## src/rtl/dmem_arbiter.sv

```systemverilog
`default_nettype none
// ============================================================================
//  Module   : dmem_arbiter
//  Purpose  : Shares a single-port data memory between the core load/store
//             port (c_*) and a DMA/debug port (d_*). Issues at most one
//             access per cycle, using round-robin arbitration with a bounded
//             DMA burst lock. Read data is steered back to the requester that
//             issued the read, one cycle after the grant.
//  Ports    : clk, reset (async, active-high)
//             c_req/c_wr/c_addr/c_wdata -> c_gnt/c_rvalid/c_rdata  (core)
//             d_req/d_wr/d_addr/d_wdata/d_lock -> d_gnt/d_rvalid/d_rdata (DMA)
//             m_wr/m_rd/m_addr/m_wdata -> memory macro, m_rdata <- memory
//  Revision : 1.0  initial release
// ============================================================================
module dmem_arbiter #(
  parameter int DATA_W    = 32,
  parameter int ADDR_W    = 9,
  parameter int MAX_BURST = 4
) (
  input  logic              clk,
  input  logic              reset,
  // core port
  input  logic              c_req,
  input  logic              c_wr,
  input  logic [ADDR_W-1:0] c_addr,
  input  logic [DATA_W-1:0] c_wdata,
  output logic              c_gnt,
  output logic              c_rvalid,
  output logic [DATA_W-1:0] c_rdata,
  // DMA / debug port
  input  logic              d_req,
  input  logic              d_wr,
  input  logic [ADDR_W-1:0] d_addr,
  input  logic [DATA_W-1:0] d_wdata,
  input  logic              d_lock,
  output logic              d_gnt,
  output logic              d_rvalid,
  output logic [DATA_W-1:0] d_rdata,
  // memory macro
  output logic              m_wr,
  output logic              m_rd,
  output logic [ADDR_W-1:0] m_addr,
  output logic [DATA_W-1:0] m_wdata,
  input  logic [DATA_W-1:0] m_rdata
);

  localparam logic [3:0] BURST_MAX = 4'(MAX_BURST);

  logic       last_q, last_d;   // last winner: 0 = core, 1 = DMA
  logic [3:0] bcnt_q, bcnt_d;   // consecutive locked DMA grants
  logic       rv_c_q, rv_c_d;   // core read in flight
  logic       rv_d_q, rv_d_d;   // DMA read in flight

  // Grant decision. A lock only matters on a tie; the counter forces the
  // DMA to yield once it has won MAX_BURST locked ties in a row.
  always_comb begin
    c_gnt = 1'b0;
    d_gnt = 1'b0;
    if (c_req && d_req) begin
      if (d_lock) begin
        if (bcnt_q < BURST_MAX) d_gnt = 1'b1;
        else                    c_gnt = 1'b1;
      end else if (last_q) begin
        c_gnt = 1'b1;
      end else begin
        d_gnt = 1'b1;
      end
    end else if (c_req) begin
      c_gnt = 1'b1;
    end else if (d_req) begin
      d_gnt = 1'b1;
    end
  end

  // Memory drive, muxed from the winner; all zero when idle.
  always_comb begin
    m_wr    = 1'b0;
    m_rd    = 1'b0;
    m_addr  = '0;
    m_wdata = '0;
    if (c_gnt) begin
      m_wr    = c_wr;
      m_rd    = ~c_wr;
      m_addr  = c_addr;
      m_wdata = c_wdata;
    end else if (d_gnt) begin
      m_wr    = d_wr;
      m_rd    = ~d_wr;
      m_addr  = d_addr;
      m_wdata = d_wdata;
    end
  end

  // Next-state logic.
  always_comb begin
    last_d = last_q;
    if (c_gnt)      last_d = 1'b0;
    else if (d_gnt) last_d = 1'b1;

    bcnt_d = bcnt_q;
    if (d_gnt && d_lock) begin
      bcnt_d = (bcnt_q >= BURST_MAX) ? BURST_MAX : bcnt_q + 4'd1;
    end else if (c_gnt) begin
      bcnt_d = 4'd0;
    end else if (!d_gnt && !d_lock) begin
      // lock released with no DMA access: the burst is over
      bcnt_d = 4'd0;
    end

    rv_c_d = c_gnt & ~c_wr;
    rv_d_d = d_gnt & ~d_wr;
  end

  always_ff @(posedge clk or posedge reset) begin
    if (reset) begin
      last_q <= 1'b1;   // core wins the first tie
      bcnt_q <= 4'd0;
      rv_c_q <= 1'b0;
      rv_d_q <= 1'b0;
    end else begin
      last_q <= last_d;
      bcnt_q <= bcnt_d;
      rv_c_q <= rv_c_d;
      rv_d_q <= rv_d_d;
    end
  end

  // Read return: the memory data is only forwarded to the owner of the
  // read issued on the previous edge; the other side sees zero.
  assign c_rvalid = rv_c_q;
  assign c_rdata  = rv_c_q ? m_rdata : '0;
  assign d_rvalid = rv_d_q;
  assign d_rdata  = rv_d_q ? m_rdata : '0;

endmodule
`default_nettype wire

```

## config.mk

```make
export PLATFORM = sky130hd
export DESIGN_NAME = dmem_arbiter
export DESIGN_NICKNAME = d
export VERILOG_FILES = /design/src/rtl/dmem_arbiter.sv
export SDC_FILE = /design/constraint.sdc
export NUM_CORES = 1
export LEC_CHECK = 0
export CORE_AREA = 2 2 91 93
export CTS_BUF_LIST = sky130_fd_sc_hd__clkbuf_8
export CTS_CLUSTER_DIAMETER = 40
export CTS_CLUSTER_SIZE = 40
export DETAILED_ROUTE_END_ITERATION = 8
export DIE_AREA = 0 0 93 95
export GPL_TIMING_DRIVEN = 0
export PLACE_DENSITY = 0.67
export SETUP_SLACK_MARGIN = 0.05
export SLEW_MARGIN = 20
export SYNTH_ARGS = -nofsm -noshare
export SYNTH_HDL_FRONTEND = slang
export SYNTH_SLANG_ARGS = --single-unit
```

## constraint.sdc

```tcl
create_clock -name clk -period 1.4 [get_ports clk]
set_input_delay 0.21 -clock clk [delete_from_list [all_inputs] [get_ports clk]]
set_output_delay 0.21 -clock clk [all_outputs]
set_load 0.05 [all_outputs]
```

Word level (Yosys, flattened, before mapping)

Cells that the tools add are included.

Register bits after elaboration: 7
Bits in latches: 0
RAM bits: 0
ROM bits: 0
Output and inout port bits: 111
Word-level logic and storage cells: 45
Memories: 0

$add $sub $neg: 1
$mul: 0
Divide/modulo/power cells: 0
$lt $le $gt $ge: 2
Eq/ne operators: 0
Shifts and indexed selects: 0
Muxes and demuxes: 27
Bitwise logic cells: 4
Reduce and logical (&&, ||, !) cells: 7

Operator list:

| cell                  | number |
|---|---|
| $mux W32              | 4 |
| $mux W9               | 2 |
| $mux W1               | 17 |
| $mux W4               | 4 |
| $add A4 B1 Y4 const B | 1 |
| $ge A4 B3 Y1 const B  | 1 |
| $lt A4 B3 Y1 const B  | 1 |
| $logic_and A1 B1 Y1   | 3 |
| $reduce_bool A3 Y1    | 1 |
| $and A1 B1 Y1         | 2 |
| $logic_not A1 Y1      | 2 |
| $not A1 Y1            | 2 |
| $reduce_bool A2 Y1    | 1 |

Logic depth before layout (Yosys ltp)

Gate-level depths: netlist of run 1.

Depth in word-level cells: 9
Gate-level depth with buffers: 4
Gate-level depth less buffers: 3

Least setup slack after synthesis of run 1

Ideal clock, no wire load.

Path kind: register to output
Start point: register bcnt_q[3]
End point: output port m_addr[0]
Arrival time: 1.816 ns
Path slack: -0.626 ns
Stages on the path, launching flop included: 5
Cell sequence: dfrtp_1 > and4bb_1 > nor3_2 > buf_2 > a22o_1

Elaborated cells on any way between the ends: 9
Those cells by class: 1 x order compare; 8 x mux

RTL lines:

| what                     | RTL line | source |
|---|---|---|
| start: declaration       | 50       | `logic [3:0] bcnt_q, bcnt_d;` |
| start signal: assignment | 122      | `bcnt_q <= bcnt_d;` |
| $lt A4 B3 Y1             | 61       | `if (bcnt_q < BURST_MAX) d_gnt = 1'b1;` |
| $mux W1                  | 61       |  |
| $mux W1                  | 60       | `if (d_lock) begin` |
| $mux W1                  | 59       | `if (c_req && d_req) begin` |
| named net c_gnt          | 27       | `output logic c_gnt,` |
| $mux W9                  | 81       | `if (c_gnt) begin` |
| end: declaration         | 42       | `output logic [ADDR_W-1:0] m_addr,` |

The timed path passes the listed nets, and every way through them passes these cells.

Worst setup path in the final report of run 1

Start point: register bcnt_q[2]
End point: output port m_wdata[21]

Longest elaborated chain between the ends: 6
Elaborated cells on any way between the ends: 9
Those cells by class: 1 x order compare; 8 x mux

RTL lines:

| what             | RTL line | source |
|---|---|---|
| $lt A4 B3 Y1 *   | 61       |  |
| $mux W1          | 61       |  |
| $mux W1          | 60       |  |
| $mux W1          | 59       |  |
| $mux W32         | 86       | `end else if (d_gnt) begin` |
| $mux W32 *       | 81       |  |
| end: declaration | 43       | `output logic [DATA_W-1:0] m_wdata,` |

Mark *: on every way between the ends. The rest lies on a longest branch, timed or not.

==> results of run 1 <==
## layout by cell type (no fill, tap or decap), types with 2 or more instances in the layout
| cell | n |
|---|---|
| clkdlybuf4s50_1 | 118 |
| a22o_2 | 4 |
| o21ai_0 | 3 |
| a22o_4 | 38 |
| clkbuf_2 | 4 |
| clkbuf_8 | 3 |
| buf_2 | 3 |
| and2_4 | 48 |
| nand2_1 | 2 |
| dfrtp_2 | 2 |
| and2_2 | 13 |
| buf_12 | 9 |
| inv_1 | 6 |
| a21oi_1 | 3 |
| buf_4 | 7 |
| dfrtp_1 | 4 |
| buf_8 | 92 |
| buf_6 | 42 |
| and2_1 | 4 |
## sequential cells by signal, summed over array words and instances, names as in the netlist
signal,cells
last_q,1
bcnt_q,4
c_rvalid,1
d_rvalid,1
## worst register-to-register path, delay by kind of cell (launching register included)
| kind | cells | cell delay [ns] |
|---|---|---|
| AOI/OAI and AO/OA | 1 | 0.16 |
| and+or+nand+nor | 2 | 0.56 |
| DFF | 1 | 0.40 |
| buffers and inverters | 2 | 0.31 |
## final cells by class
cell class | count | area [µm²]
buffer | 13 | 203
clock buffer | 3 | 41.3
clock inverter | 1 | 3.75
fill | 617 | 2790
inverter | 5 | 18.8
multi-input combinational | 128 | 1440
sequential | 7 | 179
tap | 105 | 131
timing repair buffer | 264 | 3120
## per-stage QoR
stage	worst slack, ns	cell area, µm²	setup TNS (ns)
3_3_place_gp	-1.66	4120	-107.25
5_1_grt	-0.642	5140	-35.73
2_1_floorplan	-0.312	1670	-13.02
6_report	-0.594	5140	-32.02
3_5_place_dp	-1.69	4120	-109.24
4_1_cts	-0.597	4500	-47.93
## routing by layer
metal / routed length (µm) / up-vias / track usage, % / share of wire (%)
li1: - / 1088 / - / -
met1: 2800 / 1070 / 15.0 / 32
met2: 5010 / 148 / 32.2 / 57
met3: 934 / 6 / 5.75 / 11
met4: 107 / 0 / 4.29 / 1.2
met5: 0 / - / 0 / 0
## cells by family (layout without fill, tap and decap cells)
kind of cell / after synthesis / in the layout / synth area share (%)
AND/OR/NAND/NOR: 73 / 73 / 38.5
AO/OA/AOI/OAI: 53 / 53 / 36.5
buffers and inverters: 19 / 286 / 8.74
flip-flops: 7 / 7 / 14.5
adder cells (fa/ha/maj): 1 / 1 / 1.03
XOR/XNOR: 1 / 1 / 0.720
## Yosys cell counts (all sizes together)
library cell  count
a21boi            1
a21o              1
a21oi             4
a22o             42
and2             65
and4bb            1
buf               8
clkbuf            6
dfrtp             6
dfstp             1
ha                1
inv               5
nand2             2
nor2b             1
nor3              1
nor3b             1
nor4              1
o211ai            1
o21a              1
o21ai             3
or3b              1
xor2              1
## power by group
part | internal (W) | leakage [nW] | switching [W]
clock network | 0.000189 | 0.0269 | 0.0000826
logic | 0.00125 | 2.24 | 0.00119
registers | 0.000220 | 0.0883 | 0.0000169
total | 0.00166 | 2.35 | 0.00129
## worst paths after layout
kind,slack [ns],to,cells after the start
setup / recovery,-0.59,m_wdata[21],6
hold / removal,0.22,bcnt_q[3]$_DFFE_PP0P_,2
setup reg to reg,-0.10,d_rvalid$_DFF_PP0_,5
hold reg to reg,0.57,bcnt_q[1]$_DFFE_PP0P_,2
max in group asynchronous,0.92,last_q$_DFFE_PP1P_,2
min in group clk,0.50,last_q$_DFFE_PP1P_,3
## repair_timing
item | 4_1_cts | 5_1_grt
endpoints found under the setup margin | 115 | 113
buffers inserted | 3 | 25
gates cloned | 0 | 5
pin swaps | 3 | 6
resized for setup | 507 | 486
==> impl_metrics.env, run 1 <==
export IMPL_status="complete, but fails checks"
export IMPL_violations="negative setup slack"
export IMPL_grt_max_degree=11
export IMPL_drive_gt1_share_pct=65.1
export IMPL_final_setup_skew_ns=0.00234
export IMPL_die_h_um=95
export IMPL_tightest_slew_ns=0.355
export IMPL_core_area_um2=7930
export IMPL_place_gp_congestion=0.713
export IMPL_cts_buffers=3
export IMPL_dp_hpwl_mm=6.66
export IMPL_clkTransAtPathRegs_ns=0.04
export IMPL_post_synth_num_cell_types=23
export IMPL_final_antenna_net_count=0
export IMPL_required_ns=1.19
export IMPL_p_total_w=0.00295
export IMPL_wl_per_cell_um=16.8
export IMPL_path_delay_family="buffers and inverters"
export IMPL_num_io_pins=232
export IMPL_antenna_cells=0
export IMPL_clock_path_buffers=2
export IMPL_drt_pass1_iterations=4
export IMPL_yosys_warnings=0
export IMPL_cp_arrival_ns=1.78
export IMPL_tritoncts="done"
export IMPL_syn_nets=276
export IMPL_initial_core_util_pct=15.3
export IMPL_powerDensity_nw_per_um2=574
export IMPL_ctsHoldBuffers=0
export IMPL_cts_sinks=7
export IMPL_route_vias_total=2312
export IMPL_path_max_fanout=10
export IMPL_final_util_pct=64.8
export IMPL_syn_instance_count=154
export IMPL_yosys_top_cells_area="and2_1 (33%), a22o_1 (30%), dfrtp_1 (12%)"
export IMPL_synth_top_cell_area_share_pct=33.4
export IMPL_maxSlewHeadroom_pct=76.1
export IMPL_finalHoldViolCount=0
export IMPL_clkLatencyLatePin_ns=0.22
export IMPL_worstSetupStartpoint="bcnt_q[2]$_DFFE_PP0P_"
export IMPL_drv_cap=0
export IMPL_num_rows=33
export IMPL_avgSynthCellArea_um2=7.90
export IMPL_wirelength_mm=8.85
export IMPL_grt_total_usage_pct=15.9
export IMPL_critPathCaptureType="output pin"
export IMPL_fin_crit_sh_pct=142
export IMPL_dieArea_um2=8840
export IMPL_antenna_found_initial=0
export IMPL_grt_pass1_wl_mm=11.2
export IMPL_worstSetupPathType="flop to output pin"
export IMPL_rsz0062_at_grt="true"
export IMPL_htree_levels=1
export IMPL_synth_seq_cells=7
export IMPL_timing_final_ws_setup_ns=-0.594
export IMPL_min_period_ns=1.99
export IMPL_grt_pass1_vias=2217
export IMPL_viasPerCell=4.40
export IMPL_synth_top_area_cell="and2_1"
export IMPL_r2r_start="bcnt_q[2]$_DFFE_PP0P_"
export IMPL_start_kind="flop"
export IMPL_holdWs_ns=0.216
export IMPL_area_growth_pct=323
export IMPL_ys_seq_area_share_pct=14.5
export IMPL_hp_class="input pin to asynchronous set/reset pin"
export IMPL_cpMaxStageDelayCell="or3b_4"
export IMPL_die_width_um=93
export IMPL_cpPeakStageDelay_ns=0.42
export IMPL_grt_overflow=0
export IMPL_path_cells="or3b_4, a21boi_4, buf_12, buf_12, a22o_4, buf_8"
export IMPL_max_freq_mhz=501
export IMPL_path_common_cell="buf_12"
export IMPL_synth_cell_area_um2=1220
export IMPL_root_buffer="clkbuf_8"
export IMPL_nets=544
export IMPL_stdcell_count=526
export IMPL_drc=0
export IMPL_setup_viol=99
export IMPL_irDropWorstVdd_mv=0.332
export IMPL_drtIter0Drc=45
export IMPL_placed_cells=490
export IMPL_crit_buf_inv=3
export IMPL_p_leak_nw=2.35
export IMPL_port_buffers=231
export IMPL_finalMaxSlewViolations=0
No activity file was read; power rests on OpenSTA's default activity.
==> run 2, diff against run 1 <==
--- a/config.mk
+++ b/config.mk
@@ -5,14 +5,15 @@
 export SDC_FILE = /design/constraint.sdc
 export NUM_CORES = 1
 export LEC_CHECK = 0
-export CORE_AREA = 2 2 91 93
+export CORE_AREA = 2 2 89 91
 export CTS_BUF_LIST = sky130_fd_sc_hd__clkbuf_8
-export CTS_CLUSTER_DIAMETER = 40
+export CTS_CLUSTER_DIAMETER = 150
 export CTS_CLUSTER_SIZE = 40
 export DETAILED_ROUTE_END_ITERATION = 8
-export DIE_AREA = 0 0 93 95
+export DIE_AREA = 0 0 91 93
+export DONT_BUFFER_PORTS = 1
 export GPL_TIMING_DRIVEN = 0
-export PLACE_DENSITY = 0.67
+export PLACE_DENSITY = 0.3
 export SETUP_SLACK_MARGIN = 0.05
 export SLEW_MARGIN = 20
 export SYNTH_ARGS = -nofsm -noshare
==> impl_metrics.env, run 2 (synthesis results as in run 1) <==
export IMPL_clkLatencyLatePin_ns=0.23
export IMPL_powerDensity_nw_per_um2=835
export IMPL_rsz0062_at_grt="true"
export IMPL_die_width_um=91
export IMPL_setup_viol=103
export IMPL_nets=305
export IMPL_maxSlewHeadroom_pct=77.2
export IMPL_final_setup_skew_ns=0.00360
export IMPL_tightest_slew_ns=0.340
export IMPL_seqCellArea_um2=184
export IMPL_worstSetupPathType="flop to output pin"
export IMPL_cp_arrival_ns=1.74
export IMPL_r2r_start="bcnt_q[2]$_DFFE_PP0P_"
export IMPL_htree_levels=1
export IMPL_final_cell_mix="and2_4 (64), a22o_4 (41), buf_8 (13), buf_4 (10), buf_6 (7)"
export IMPL_grt_total_usage_pct=11.2
export IMPL_hp_class="input pin to flop"
export IMPL_required_ns=1.19
export IMPL_max_flop_register="bcnt_q"
export IMPL_hold_depth=1
export IMPL_wl_per_cell_um=19.1
export IMPL_grt_max_degree=11
export IMPL_final_antenna_net_count=0
export IMPL_holdCritStartpoint="c_wr"
export IMPL_holdWs_ns=0.0621
export IMPL_num_rows=32
export IMPL_min_period_ns=1.95
export IMPL_layout_commonest_cell="and2_4"
export IMPL_grt_overflow=0
export IMPL_wirelength_mm=5.43
export IMPL_num_io_pins=232
export IMPL_dp_hpwl_mm=4.29
export IMPL_ff2ff_path_depth=5
export IMPL_cts_sinks=7
export IMPL_grt_pass1_vias=1466
export IMPL_route_vias_total=1395
export IMPL_fin_crit_sh_pct=140
export IMPL_drv_cap=0
export IMPL_timing_final_ws_setup_ns=-0.554
export IMPL_grt_pass1_wl_mm=7.60
export IMPL_place_worst_setup_slack_ns=-0.506
export IMPL_tritoncts="done"
export IMPL_finalMaxSlewViolations=0
export IMPL_initial_core_util_pct=16.2
export IMPL_violations="negative setup slack"
export IMPL_area_growth_pct=94.9
export IMPL_p_leak_nw=1.08
export IMPL_reg2reg_slack_ns=-0.10
export IMPL_whs_endpoint="c_rvalid$_DFF_PP0_"
export IMPL_dieArea_um2=8460
export IMPL_clock_path_buffers=2
export IMPL_drc=0
export IMPL_largest_register_ff_count=4
export IMPL_nFillCells=775
export IMPL_max_freq_mhz=512
export IMPL_cts_buffers=3
export IMPL_critPathCaptureType="output pin"
export IMPL_path_max_fanout=10
export IMPL_clkTransAtPathRegs_ns=0.04
export IMPL_antenna_found_initial=0
export IMPL_status="complete, but fails checks"
export IMPL_drt_pass1_iterations=2
export IMPL_finalHoldViolCount=0
export IMPL_reg2reg_to="d_rvalid$_DFF_PP0_"
export IMPL_viasPerCell=4.91
export IMPL_irDropWorstVdd_mv=0.257
export IMPL_die_h_um=93
export IMPL_antenna_cells=0
export IMPL_start_kind="flop"
export IMPL_multi_input_area_um2=1480
export IMPL_core_area_um2=7530
export IMPL_drtIter0Drc=7
export IMPL_root_buffer="clkbuf_8"
export IMPL_drive_gt1_share_pct=86.3
export IMPL_port_buffers=0
export IMPL_place_gp_congestion=0.708
[run 2: critical path, stage by stage, from the launching register on]
cell and delay (ns):
dfrtp_1 0.39, or3b_4 0.42, a21boi_4 0.16, buf_12 0.15, buf_12 0.17, a22o_4 0.22
[run 2: layout make-up]
| class | instances | area share [%] |
|---|---|---|
| plain buffers | 14 | 8.87 |
| clock inverters | 1 | 0.158 |
| multi-input cells | 128 | 62.6 |
| repair buffers | 24 | 12.7 |
| flip-flops and latches | 7 | 7.76 |
| inverters | 5 | 0.792 |
| well taps | 102 | 5.39 |
| clock buffers | 3 | 1.74 |
[run 2: worst max path at each step]
| stage | start | endpoint | slack, ns | depth (start not counted) |
|---|---|---|---|---|
| after detailed placement | bcnt_q[3]$_DFFE_PP0P_ | m_wdata[24] | -0.51 | 4 |
| after global placement | bcnt_q[3]$_DFFE_PP0P_ | m_wdata[24] | -0.53 | 4 |
| after floorplan | bcnt_q[2]$_DFFE_PP0P_ | m_addr[0] | -0.31 | 4 |
| after CTS | bcnt_q[2]$_DFFE_PP0P_ | m_wdata[30] | -0.56 | 5 |
| after global routing | bcnt_q[2]$_DFFE_PP0P_ | m_wdata[30] | -0.61 | 5 |
| final | bcnt_q[2]$_DFFE_PP0P_ | m_addr[1] | -0.55 | 5 |
[run 2: stage by stage]
stage	cells	instance area, µm²	power [W]	setup TNS (ns)	util, %
after floorplan	154	1670	0.00141	-13.02	-
after global placement	256	1800	0.00148	-23.54	23.9
after detailed placement	256	1800	0.00148	-25.91	23.9
after CTS	279	2280	0.00196	-29.75	30.3
after global routing	284	2370	0.00205	-32.83	31.5
final	284	2370	0.00198	-27.55	31.5
[run 2: power by group]
group	leakage [nW]	internal [W]	total (W)	switching [W]
clock	0.0269	0.000190	0.000278	0.0000882
sequential	0.0879	0.000222	0.000255	0.0000330
combinational	0.969	0.000508	0.00145	0.000938
[run 2: repair_timing]
item,CTS,global route
cloned,7,1
gates resized for setup,112,18
hold endpoints to repair,6,0
hold buffers,1,0
buffers inserted,11,4
endpoints found under the setup margin,111,109
pin swaps,42,18
[run 2: layer usage]
layer	global-route usage, %	wire [µm]	vias up
li1	-	-	609
met1	10.3	1730	651
met5	0	0	-
met4	3.03	38	0
met2	24.2	3160	131
met3	2.10	502	4
==> run 3, diff against run 2 <==
--- a/config.mk
+++ b/config.mk
@@ -8,7 +8,6 @@
 export CORE_AREA = 2 2 89 91
 export CTS_BUF_LIST = sky130_fd_sc_hd__clkbuf_8
 export CTS_CLUSTER_DIAMETER = 150
-export CTS_CLUSTER_SIZE = 40
 export DETAILED_ROUTE_END_ITERATION = 8
 export DIE_AREA = 0 0 91 93
 export DONT_BUFFER_PORTS = 1
==> results of run 3 <==
Final layout, timing and power as in run 2 (identical DEF).
